==> config.mk <==
export PLATFORM = sky130hd
export DESIGN_NAME = ram_bist_controller
export DESIGN_NICKNAME = d
export VERILOG_FILES = /design/src/rtl/ram_bist_pkg.sv /design/src/rtl/ram_bist_checker.sv /design/src/rtl/ram_bist_controller.sv
export SDC_FILE = /design/constraint.sdc
export NUM_CORES = 1
export LEC_CHECK = 0
export CAP_MARGIN = 25
export CORE_AREA = 4 4 76 50
export DETAILED_ROUTE_END_ITERATION = 10
export DIE_AREA = 0 0 80 54
export GPL_TIMING_DRIVEN = 0
export PLACE_DENSITY = 0.81
export SKIP_LAST_GASP = 1
export SLEW_MARGIN = 20
export SYNTH_ARGS = -nofsm -noshare
export SYNTH_HDL_FRONTEND = slang
export SYNTH_SLANG_ARGS = --single-unit
export TNS_END_PERCENT = 30
==> constraint.sdc <==
create_clock -name clk -period 1.9 [get_ports clk]
set_input_delay 0.285 -clock clk [delete_from_list [all_inputs] [get_ports clk]]
set_output_delay 0.285 -clock clk [all_outputs]
set_load 0.05 [all_outputs]
==> src/rtl/ram_bist_pkg.sv <==
// Shared types and helpers for the RAM march BIST controller.
package ram_bist_pkg;

    typedef enum logic [2:0] {
        IDLE = 3'd0,
        WR0  = 3'd1,
        RD0  = 3'd2,
        WR1  = 3'd3,
        RD1  = 3'd4,
        DONE = 3'd5
    } bist_state_t;

    // Test pattern for an address: zero-extended address xor seed, optionally inverted.
    // Callers truncate the result to the RAM word width.
    function automatic logic [31:0] pat(input logic [31:0] addr,
                                        input logic [31:0] seed,
                                        input logic        inv);
        logic [31:0] p;
        p = addr ^ seed;
        return inv ? ~p : p;
    endfunction

endpackage

==> src/rtl/ram_bist_checker.sv <==
// Read-compare pipeline: registers each issued read, then compares the RAM
// output against the expected pattern one cycle later. Keeps the miscompare
// count and the first failing address.
module ram_bist_checker
    import ram_bist_pkg::*;
#(
    parameter int                    ADDR_WIDTH = 4,
    parameter int                    DATA_WIDTH = 8,
    parameter logic [DATA_WIDTH-1:0] SEED       = 8'hA5
) (
    input  logic                  clk,
    input  logic                  rst_n,
    input  logic                  clear,
    input  logic                  issue_valid,
    input  logic [ADDR_WIDTH-1:0] issue_addr,
    input  logic                  issue_inv,
    input  logic [DATA_WIDTH-1:0] mem_data_out,
    output logic [ADDR_WIDTH+1:0] err_count,
    output logic [ADDR_WIDTH-1:0] fail_addr
);

    logic                  cmp_valid;
    logic [ADDR_WIDTH-1:0] cmp_addr;
    logic                  cmp_inv;
    logic [DATA_WIDTH-1:0] exp_data;
    logic                  miscompare;

    // Expected word for the read that is landing on mem_data_out this cycle.
    always_comb begin
        exp_data   = DATA_WIDTH'(pat(32'(cmp_addr), 32'(SEED), cmp_inv));
        miscompare = cmp_valid && (mem_data_out != exp_data);
    end

    // Compare pipe: capture the read issued this cycle for checking next cycle.
    always_ff @(posedge clk or negedge rst_n) begin
        if (!rst_n) begin
            cmp_valid <= 1'b0;
            cmp_addr  <= '0;
            cmp_inv   <= 1'b0;
        end else if (clear) begin
            cmp_valid <= 1'b0;
            cmp_addr  <= '0;
            cmp_inv   <= 1'b0;
        end else begin
            cmp_valid <= issue_valid;
            cmp_addr  <= issue_addr;
            cmp_inv   <= issue_inv;
        end
    end

    // Error accounting; fail_addr latches only on the first miscompare of a run.
    always_ff @(posedge clk or negedge rst_n) begin
        if (!rst_n) begin
            err_count <= '0;
            fail_addr <= '0;
        end else if (clear) begin
            err_count <= '0;
            fail_addr <= '0;
        end else if (miscompare) begin
            err_count <= err_count + 1'b1;
            if (err_count == '0) begin
                fail_addr <= cmp_addr;
            end
        end
    end

endmodule

==> src/rtl/ram_bist_controller.sv <==
// March BIST engine for a single-port synchronous-read RAM.
//
// state | meaning
// IDLE  | waiting for start, RAM port quiet
// WR0   | write P(a) to every address
// RD0   | read every address and compare to P(a), plus one drain cycle
// WR1   | write ~P(a) to every address
// RD1   | read every address and compare to ~P(a), plus one drain cycle
// DONE  | results valid, waiting for start
module ram_bist_controller
    import ram_bist_pkg::*;
#(
    parameter int                    ADDR_WIDTH = 4,
    parameter int                    DATA_WIDTH = 8,
    parameter logic [DATA_WIDTH-1:0] SEED       = 8'hA5
) (
    input  logic                  clk,
    input  logic                  rst_n,
    input  logic                  start,
    output logic                  busy,
    output logic                  done,
    output logic                  pass,
    output logic [ADDR_WIDTH+1:0] err_count,
    output logic [ADDR_WIDTH-1:0] fail_addr,
    output logic [ADDR_WIDTH-1:0] mem_address,
    output logic [DATA_WIDTH-1:0] mem_data_in,
    output logic                  mem_write_en,
    input  logic [DATA_WIDTH-1:0] mem_data_out
);

    localparam logic [ADDR_WIDTH-1:0] LAST_ADDR = '1;

    bist_state_t           state_q;
    bist_state_t           state_d;
    logic [ADDR_WIDTH-1:0] addr_q;
    logic                  drain_q;
    logic                  start_accept;
    logic                  issue_valid;
    logic                  issue_inv;

    assign start_accept = start && ((state_q == IDLE) || (state_q == DONE));

    // State register.
    always_ff @(posedge clk or negedge rst_n) begin
        if (!rst_n) begin
            state_q <= IDLE;
        end else begin
            state_q <= state_d;
        end
    end

    // Next-state logic; write phases end on the last address, read phases after the drain cycle.
    always_comb begin
        state_d = state_q;
        unique case (state_q)
            IDLE, DONE: if (start) state_d = WR0;
            WR0:        if (addr_q == LAST_ADDR) state_d = RD0;
            RD0:        if (drain_q) state_d = WR1;
            WR1:        if (addr_q == LAST_ADDR) state_d = RD1;
            RD1:        if (drain_q) state_d = DONE;
            default:    state_d = IDLE;
        endcase
    end

    // Address counter; in read phases it parks on the last address for the drain cycle.
    always_ff @(posedge clk or negedge rst_n) begin
        if (!rst_n) begin
            addr_q  <= '0;
            drain_q <= 1'b0;
        end else begin
            unique case (state_q)
                WR0, WR1: begin
                    addr_q  <= addr_q + 1'b1;
                    drain_q <= 1'b0;
                end
                RD0, RD1: begin
                    if (drain_q) begin
                        addr_q  <= '0;
                        drain_q <= 1'b0;
                    end else if (addr_q == LAST_ADDR) begin
                        drain_q <= 1'b1;
                    end else begin
                        addr_q <= addr_q + 1'b1;
                    end
                end
                default: begin
                    addr_q  <= '0;
                    drain_q <= 1'b0;
                end
            endcase
        end
    end

    // Outputs and RAM port drive decoded from the current state.
    always_comb begin
        busy         = 1'b0;
        done         = 1'b0;
        pass         = 1'b0;
        mem_address  = '0;
        mem_data_in  = '0;
        mem_write_en = 1'b0;
        issue_valid  = 1'b0;
        issue_inv    = 1'b0;
        unique case (state_q)
            WR0, WR1: begin
                busy         = 1'b1;
                mem_write_en = 1'b1;
                mem_address  = addr_q;
                mem_data_in  = DATA_WIDTH'(pat(32'(addr_q), 32'(SEED), state_q == WR1));
            end
            RD0, RD1: begin
                busy        = 1'b1;
                mem_address = addr_q;
                issue_valid = !drain_q;
                issue_inv   = (state_q == RD1);
            end
            DONE: begin
                done = 1'b1;
                pass = (err_count == '0);
            end
            default: ;
        endcase
    end

    ram_bist_checker #(
        .ADDR_WIDTH (ADDR_WIDTH),
        .DATA_WIDTH (DATA_WIDTH),
        .SEED       (SEED)
    ) u_checker (
        .clk          (clk),
        .rst_n        (rst_n),
        .clear        (start_accept),
        .issue_valid  (issue_valid),
        .issue_addr   (addr_q),
        .issue_inv    (issue_inv),
        .mem_data_out (mem_data_out),
        .err_count    (err_count),
        .fail_addr    (fail_addr)
    );

endmodule
# == Word-level counts from Yosys, hierarchy flattened ==
# Cells that the tools add are included.
# totals
regBits,24
output_inout_bits,26
# op_classes
n_addsub,2
n_eq_ne,13
muxes,30
bitwise_logic,4
reduce_logical,14
# op_table
cell,count
$mux 4,7
$mux 8,3
$not 8->8,2
$mux 3,5
$pmux 3 s5,1
$mux 6,2
$mux 1,11
$ne 2x2->1 const B,5
$ne 8x8->1,1
$not 2->4,2
$pmux 4 s2,1
$add 6x1->6 const B,1
$eq 3x2->1 const B,2
$eq 3x3->1 const B,2
$logic_not 6->1,1
$reduce_or 2->1,3
$reduce_and 5->1,1
$add 4x1->4 const B,1
$eq 4x4->1 const B,1
$reduce_bool 2->1,2
$reduce_or 4->1,1
$eq 3x1->1 const B,1
$logic_not 3->1,1
$ne 3x3->1 const B,1
4 further kinds,5

# == Depth between registers and ports, before layout ==
# Gate-level depths: netlist of the first run.
# depth
word_depth,7
ltp_mapped,7

# == Cells and area by module ==
# A second synthesis of the first run with hierarchy kept.
# unflattened
hier_cells,144
area_unflattened_um2,1473.9
# by_module_without_submodules
mod,n_inst,cells_per_inst,area_per_inst_um2,seq_area_each_um2
ram_bist_checker,1,72,864.6,400.4
ram_bist_controller,1,72,609.3,200.2

# == Worst setup path after synthesis of the first run ==
# Ideal clock, no wire load.
# synth_timing
path_type,flip-flop to output port
startpoint,reg state_q[1]
endpoint,out mem_address[0]
arrival_time_ns,2.309
path_slack_ns,-0.694
path_stages_with_launch,5
n_path_buf,1
path_cell_list,dfrtp_1 buf_1 nor2_1 xnor2_1 and2_1
# synth_via
elab_chain_cells,3
word_cells_on_any_way,6
# synth_rtl
item,line,text
from (decl),ram_bist_controller.sv:33,bist_state_t state_q;
from (signal assigned),ram_bist_controller.sv:48,state_q <= state_d;
"$eq 3x2->1, or another cell as far along",ram_bist_controller.sv:104,unique case (state_q)
$reduce_or 4->1 (no source line) (*),--,
$mux 4 (*),ram_bist_controller.sv:104,
to (decl),ram_bist_controller.sv:25,"output logic [ADDR_WIDTH-1:0] mem_address,"
# Mark *: on every way between the ends. The rest lies on a longest branch, timed or not.

# == Worst setup path after layout of the first run ==
# layout_timing
startpoint,reg state_q[1]
endpoint,out mem_data_in[0]
# layout_via
elab_chain_cells,3
word_cells_on_any_way,5
# layout_rtl
item,line,text
$eq 3x2->1 or $eq 3x1->1 (tied branches),"ram_bist_controller.sv:104, ram_bist_controller.sv:109",
$mux 8 or $reduce_or 2->1 (tied branches),"ram_bist_pkg.sv:20, ram_bist_controller.sv:104",
$mux 8 (*),ram_bist_controller.sv:104,
to (decl),ram_bist_controller.sv:26,"output logic [DATA_WIDTH-1:0] mem_data_in,"
# Marked as above.

==> results of run 1 <==
## worst paths after layout
check,start,endpoint,slack [ns],cells past startpoint
worst max-delay path,state_q[1],mem_data_in[0],-0.05,4
worst min-delay path,rst_n,u_checker.fail_addr[3],0.36,1
worst max register to register,u_checker.cmp_addr[2],u_checker.err_count[4],0.02,5
worst min register to register,u_checker.fail_addr[2],u_checker.fail_addr[2],0.53,2
max in group asynchronous,rst_n,u_checker.err_count[0],1.08,2
min in group clk,u_checker.fail_addr[2],u_checker.fail_addr[2],0.53,2
## Yosys cell counts, types with 2 or more instances
cell type,count
a21boi_0,2
a21oi_1,3
a22o_1,2
and2_1,13
and3_1,2
buf_4,3
clkbuf_1,2
dfrtp_1,24
ha_1,3
inv_1,3
mux2i_1,9
nand2_1,20
nand2b_1,5
nor2_1,13
nor2b_1,2
nor3_1,3
o2111ai_1,2
o21a_1,2
or2b_2,2
xnor2_1,6
xor2_1,5
## per-stage QoR
step	std cells	TNS [ns]	setup WS (ns)	hold slack, ns
floorplan	145	-0.0977	-0.0977	-0.0106
global placement	226	-6.13	-0.424	0.512
detailed placement	227	-6.92	-0.440	0.519
CTS	230	-0.603	-0.113	0.378
global route	235	-1.50	-0.119	0.390
finish	235	-0.109	-0.0521	0.363
## logic make-up after synthesis
| logic type | count (synthesis) |
|---|---|
| XOR/XNOR | 11 |
| AND/OR/NAND/NOR | 67 |
| adder cells (fa/ha/maj) | 3 |
| AO/OA/AOI/OAI | 19 |
| flip-flops | 24 |
| multiplexers | 10 |
| buffers and inverters | 11 |
## layout make-up
class | instances | area share (%)
multi-input combinational | 110 | 41.9
buffer | 8 | 2.71
tap | 45 | 2.84
timing repair buffer | 42 | 19.4
sequential | 24 | 30.3
inverter | 3 | 0.756
clock buffer | 3 | 2.08
## worst register-to-register path, delay by kind of cell, from the launching register on
| kind | cells | cell delay [ns] |
|---|---|---|
| DFF | 1 | 0.39 |
| and+or+nand+nor | 1 | 0.56 |
| AOI/OAI and AO/OA | 2 | 0.43 |
| xor gates and xnor gates | 1 | 0.18 |
| muxes | 1 | 0.23 |
## registers in the layout, summed over array words and instances, names as in the netlist
register / cells
addr_q: 4
u_checker.cmp_inv: 1
u_checker.cmp_valid: 1
u_checker.err_count: 6
u_checker.fail_addr: 4
state_q: 3
drain_q: 1
u_checker.cmp_addr: 4
## layer usage
| metal | vias up | track usage, % |
|---|---|---|
| met1 | 569 | 19.8 |
| met2 | 35 | 29.1 |
| li1 | 584 | - |
| met3 | 2 | 5.52 |
| met4 | 0 | 4.21 |
| met5 | - | 0 |
## timing repair
action / CTS / global route
pin swaps: 0 / 3
gates resized for setup: 59 / 22
setup endpoints to repair: 28 / 26
buffers inserted: 0 / 5
==> results.txt, run 1 <==
Status = complete, but fails checks
Failing checks = negative setup slack
Sequential Area = 602 um2
# IOs = 37
Tot GR Track Use = 16.6%
Number of synthesized register bits = 24
Vias in the first global route = 1186
CTS H-tree lvls = 1
Routed length per instance = 14.0 um
Final setup fails = 9
Final Util = 63.6%
Total CTS buffers = 3
Fillers = 247
Final Hold Fails = 0
Final instance area = 0.00199 mm2
Core Area = 0.00312 mm2
Data required time of the worst path = 1.62 ns
Overflow after GRT = 0
Largest family of logic cells by synthesized area = simple AND/OR/NAND/NOR gates
Mux share of post-synthesis cell area = 7.17%
Placer congestion estimate = 0.773
Critical Path Fanout Max = 10
Most common flop cell mapped by yosys = dfrtp_1
Max stage delay on crit path = 0.53 ns
Synth area leaders = dfrtp_1 (43%), mux2i_1 (6.4%), and2_1 (5.8%), nand2_1 (5.3%), xnor2_1 (3.7%)
Worst Setup End Kind = output port
Uppermost layer routed = met4
Met2 WL post-DR = 1570 um
Synth warn = 0
Met3 WL = 248 um
Slew margin rel. = 64.3%
Setup ws final = -0.0521 ns
CP top delay family = buffers and inverters
Ys async rst share = 100%
Post-detail-place hpwl = 2510 um
Critical path class = reg -> out
Layout Skew = 0.00189 ns
DRC Markers = 0
Clk buf depth = 2
Post-synth top area share = 42.5%
Die height = 54 um
RSZ-0062 raised after global routing = yes
Worst-path clk slew = 0.08 ns
Cell Area, Placed = 0.00189 mm2
Area growth, synth to finish = 40.6%
Post-synth EDFFs = 0
Sequential area share after synthesis = 42.5%
Period utilization = 103%
Site row count = 16
CTS Root Buffer Type = clkbuf_8
Hold Buf Count CTS = 0
Maximum clock frequency = 512 MHz
Ant. Diodes = 0
Synth unique cells = 40
Cells after Synth = 145
Initial Utilization = 45.2%
DR vias = 1190
Crit-path cells = buf_2 > xor2_1 > nor2_1 > dlygate4sd2_1
Die W = 80 um
Post-DRT Antenna Nets = 0
Setup crit start kind = flop
DRT Wirelength = 3290 um
TritonCTS clock tree = yes
Sink Count = 24
Slowest-stage cell, CP = dlygate4sd2_1
Nets@finish = 206
Largest net degree at the start of global routing = 17
Adder-Cell Fraction of Synth Area = 2.66%
Most frequent cells in the layout = dfrtp_1 (23), nand2_1 (20), clkdlybuf4s50_1 (19)
Mapped Area = 0.00141 mm2
Ratio of cells with drive above 1 in the final layout = 28.9%
Syn avg cell area = 9.74 um2
I/O Buffers = 36
Slew @ Worst Pin = 0.531 ns
Xor-xnor portion of the synthesized cell area = 6.82%
First-pass GRT wire length = 5460 um
Buf/Inv on CP = 2
Multi-input gate area = 832 um2
Syn Nets = 159
Slew Limit Fails = 0
Die area = 0.00432 mm2
Initial antenna violation count = 0
Most common cell after layout, fill and taps aside = dfrtp_1
Yosys top cell by area = dfrtp_1
M1 WL = 1460 um
Simple-gate area share of the yosys netlist = 25.2%
Hold crit path type = in -> async
DR vias/cell = 5.06
Max Cap Viol = 0
Min Tclk post-route = 1.95 ns
Clock latency on the worst-skew pair = 0.26 ns
Synth Area in Compound Gates = 11.1%
CP arrival = 1.67 ns
DR pass1 iterations = 4
DR iter-0 viols = 29
Power of run 1 is not shown: default switching activity piles up to over one toggle a cycle in this logic, so the estimate is an artifact.
==> inputs of run 2 (changes only) <==
--- a/config.mk
+++ b/config.mk
@@ -6,9 +6,9 @@
 export NUM_CORES = 1
 export LEC_CHECK = 0
 export CAP_MARGIN = 25
-export CORE_AREA = 4 4 76 50
+export CORE_AREA = 2 2 74 48
 export DETAILED_ROUTE_END_ITERATION = 10
-export DIE_AREA = 0 0 80 54
+export DIE_AREA = 0 0 76 50
 export GPL_TIMING_DRIVEN = 0
 export PLACE_DENSITY = 0.81
 export SKIP_LAST_GASP = 1
==> results.txt, run 2 (synthesis results as in run 1) <==
Hold crit path type = in -> async
Core Area = 0.00310 mm2
Worst Setup End Kind = output port
DRT Wirelength = 3050 um
DRC Markers = 0
Min Tclk post-route = 1.93 ns
TritonCTS clock tree = yes
CTS H-tree lvls = 1
Setup crit start kind = flop
Status = complete, but fails checks
Layout Skew = 0.00455 ns
Top reg by flops = u_checker.err_count
Worst-path clk slew = 0.09 ns
Period utilization = 102%
Overflow after GRT = 0
Total CTS buffers = 3
DP Worst Slack = -0.445 ns
Setup_tns = -0.125 ns
Setup ws final = -0.0342 ns
Fillers = 262
Post-DRT Antenna Nets = 0
DR vias = 1166
# IOs = 37
Die W = 76 um
Routed length per instance = 13.2 um
Max reg flops = 6
RSZ-0062 raised after global routing = yes
Sink Count = 24
CTS Root Buffer Type = clkbuf_8
Clk buf depth = 2
Largest net degree at the start of global routing = 17
Final Util = 62.3%
Maximum clock frequency = 517 MHz
Die area = 0.00380 mm2
Slew @ Worst Pin = 0.503 ns
Area growth, synth to finish = 36.8%
Hold Buf Count CTS = 0
DR pass1 iterations = 4
Failing checks = negative setup slack
Critical path class = reg -> out
Slew Limit Fails = 0
DR iter-0 viols = 51
DR vias/cell = 5.05
I/O Buffers = 36
Initial Utilization = 45.5%
Nets@finish = 201
Ant. Diodes = 0
Final Hold Fails = 0
First-pass GRT wire length = 5460 um
Vias in the first global route = 1170
Placed cell count = 227
Critical R2R Launch = u_checker.cmp_addr[0]
Final setup fails = 5
Tot GR Track Use = 18.2%
Ratio of cells with drive above 1 in the final layout = 23.7%
Placer congestion estimate = 0.782
Die height = 50 um
Worst setup path start = state_q[2]
Critical Path Fanout Max = 9
CP arrival = 1.65 ns
Slew margin rel. = 66.2%
Data required time of the worst path = 1.62 ns
Clock latency on the worst-skew pair = 0.27 ns
Max Cap Viol = 0
Most common cell after layout, fill and taps aside = dfrtp_1
Site row count = 16
Initial antenna violation count = 0
Most frequent cells in the layout = dfrtp_1 (24), nand2_1 (20), clkdlybuf4s50_1 (20)
Finished Layout Cells = 231
Post-detail-place hpwl = 2300 um
[run 2: final cells by class]
type | count | area, um2 | area share (%)
sequential | 24 | 601 | 31.1
timing repair buffer | 37 | 337 | 17.4
clock buffer | 3 | 41.3 | 2.14
inverter | 3 | 15.0 | 0.777
clock inverter | 1 | 30.0 | 1.55
tap | 45 | 56.3 | 2.91
multi-input combinational | 110 | 797 | 41.2
buffer | 8 | 56.3 | 2.91
[run 2: through the flow]
step	instance area, um2	hold slack [ns]
5_1_grt	1930	0.351
2_1_floorplan	1450	-0.0106
4_1_cts	1930	0.338
3_5_place_dp	1880	0.523
3_3_place_gp	1860	0.512
6_report	1930	0.331
[run 2: routing by layer]
| layer | up-vias | GRT usage (%) | routed length, um |
|---|---|---|---|
| li1 | 575 | - | - |
| met1 | 539 | 23.1 | 1390 |
| met2 | 48 | 29.9 | 1360 |
| met3 | 4 | 6.23 | 275 |
| met4 | 0 | 4.85 | 29 |
| met5 | - | 0 | 0 |
[run 2: path summary, 6_finish.rpt]
kind	slack [ns]	cells after the start	to
setup / recovery	-0.03	6	mem_data_in[6]
hold / removal	0.33	1	u_checker.err_count[5]
setup reg to reg	0.04	5	u_checker.err_count[4]
hold reg to reg	0.53	2	u_checker.fail_addr[3]
max in group asynchronous	1.10	2	u_checker.cmp_addr[2]
min in group clk	0.53	2	u_checker.fail_addr[3]
[run 2: worst max-delay path: stages, from the launching register on]
cell,delay [ns]
dfrtp_1,0.33
buf_4,0.17
nand2b_4,0.20
clkinvlp_4,0.12
and2_2,0.22
buf_4,0.13
buf_2,0.20
[run 2: timing repair]
| item | 4_1_cts | 5_1_grt |
|---|---|---|
| pin swaps | 0 | 1 |
| resized for setup | 60 | 16 |
| buffers inserted | 0 | 0 |
| setup endpoints to repair | 28 | 30 |
Power of run 2 is left out for the same reason.
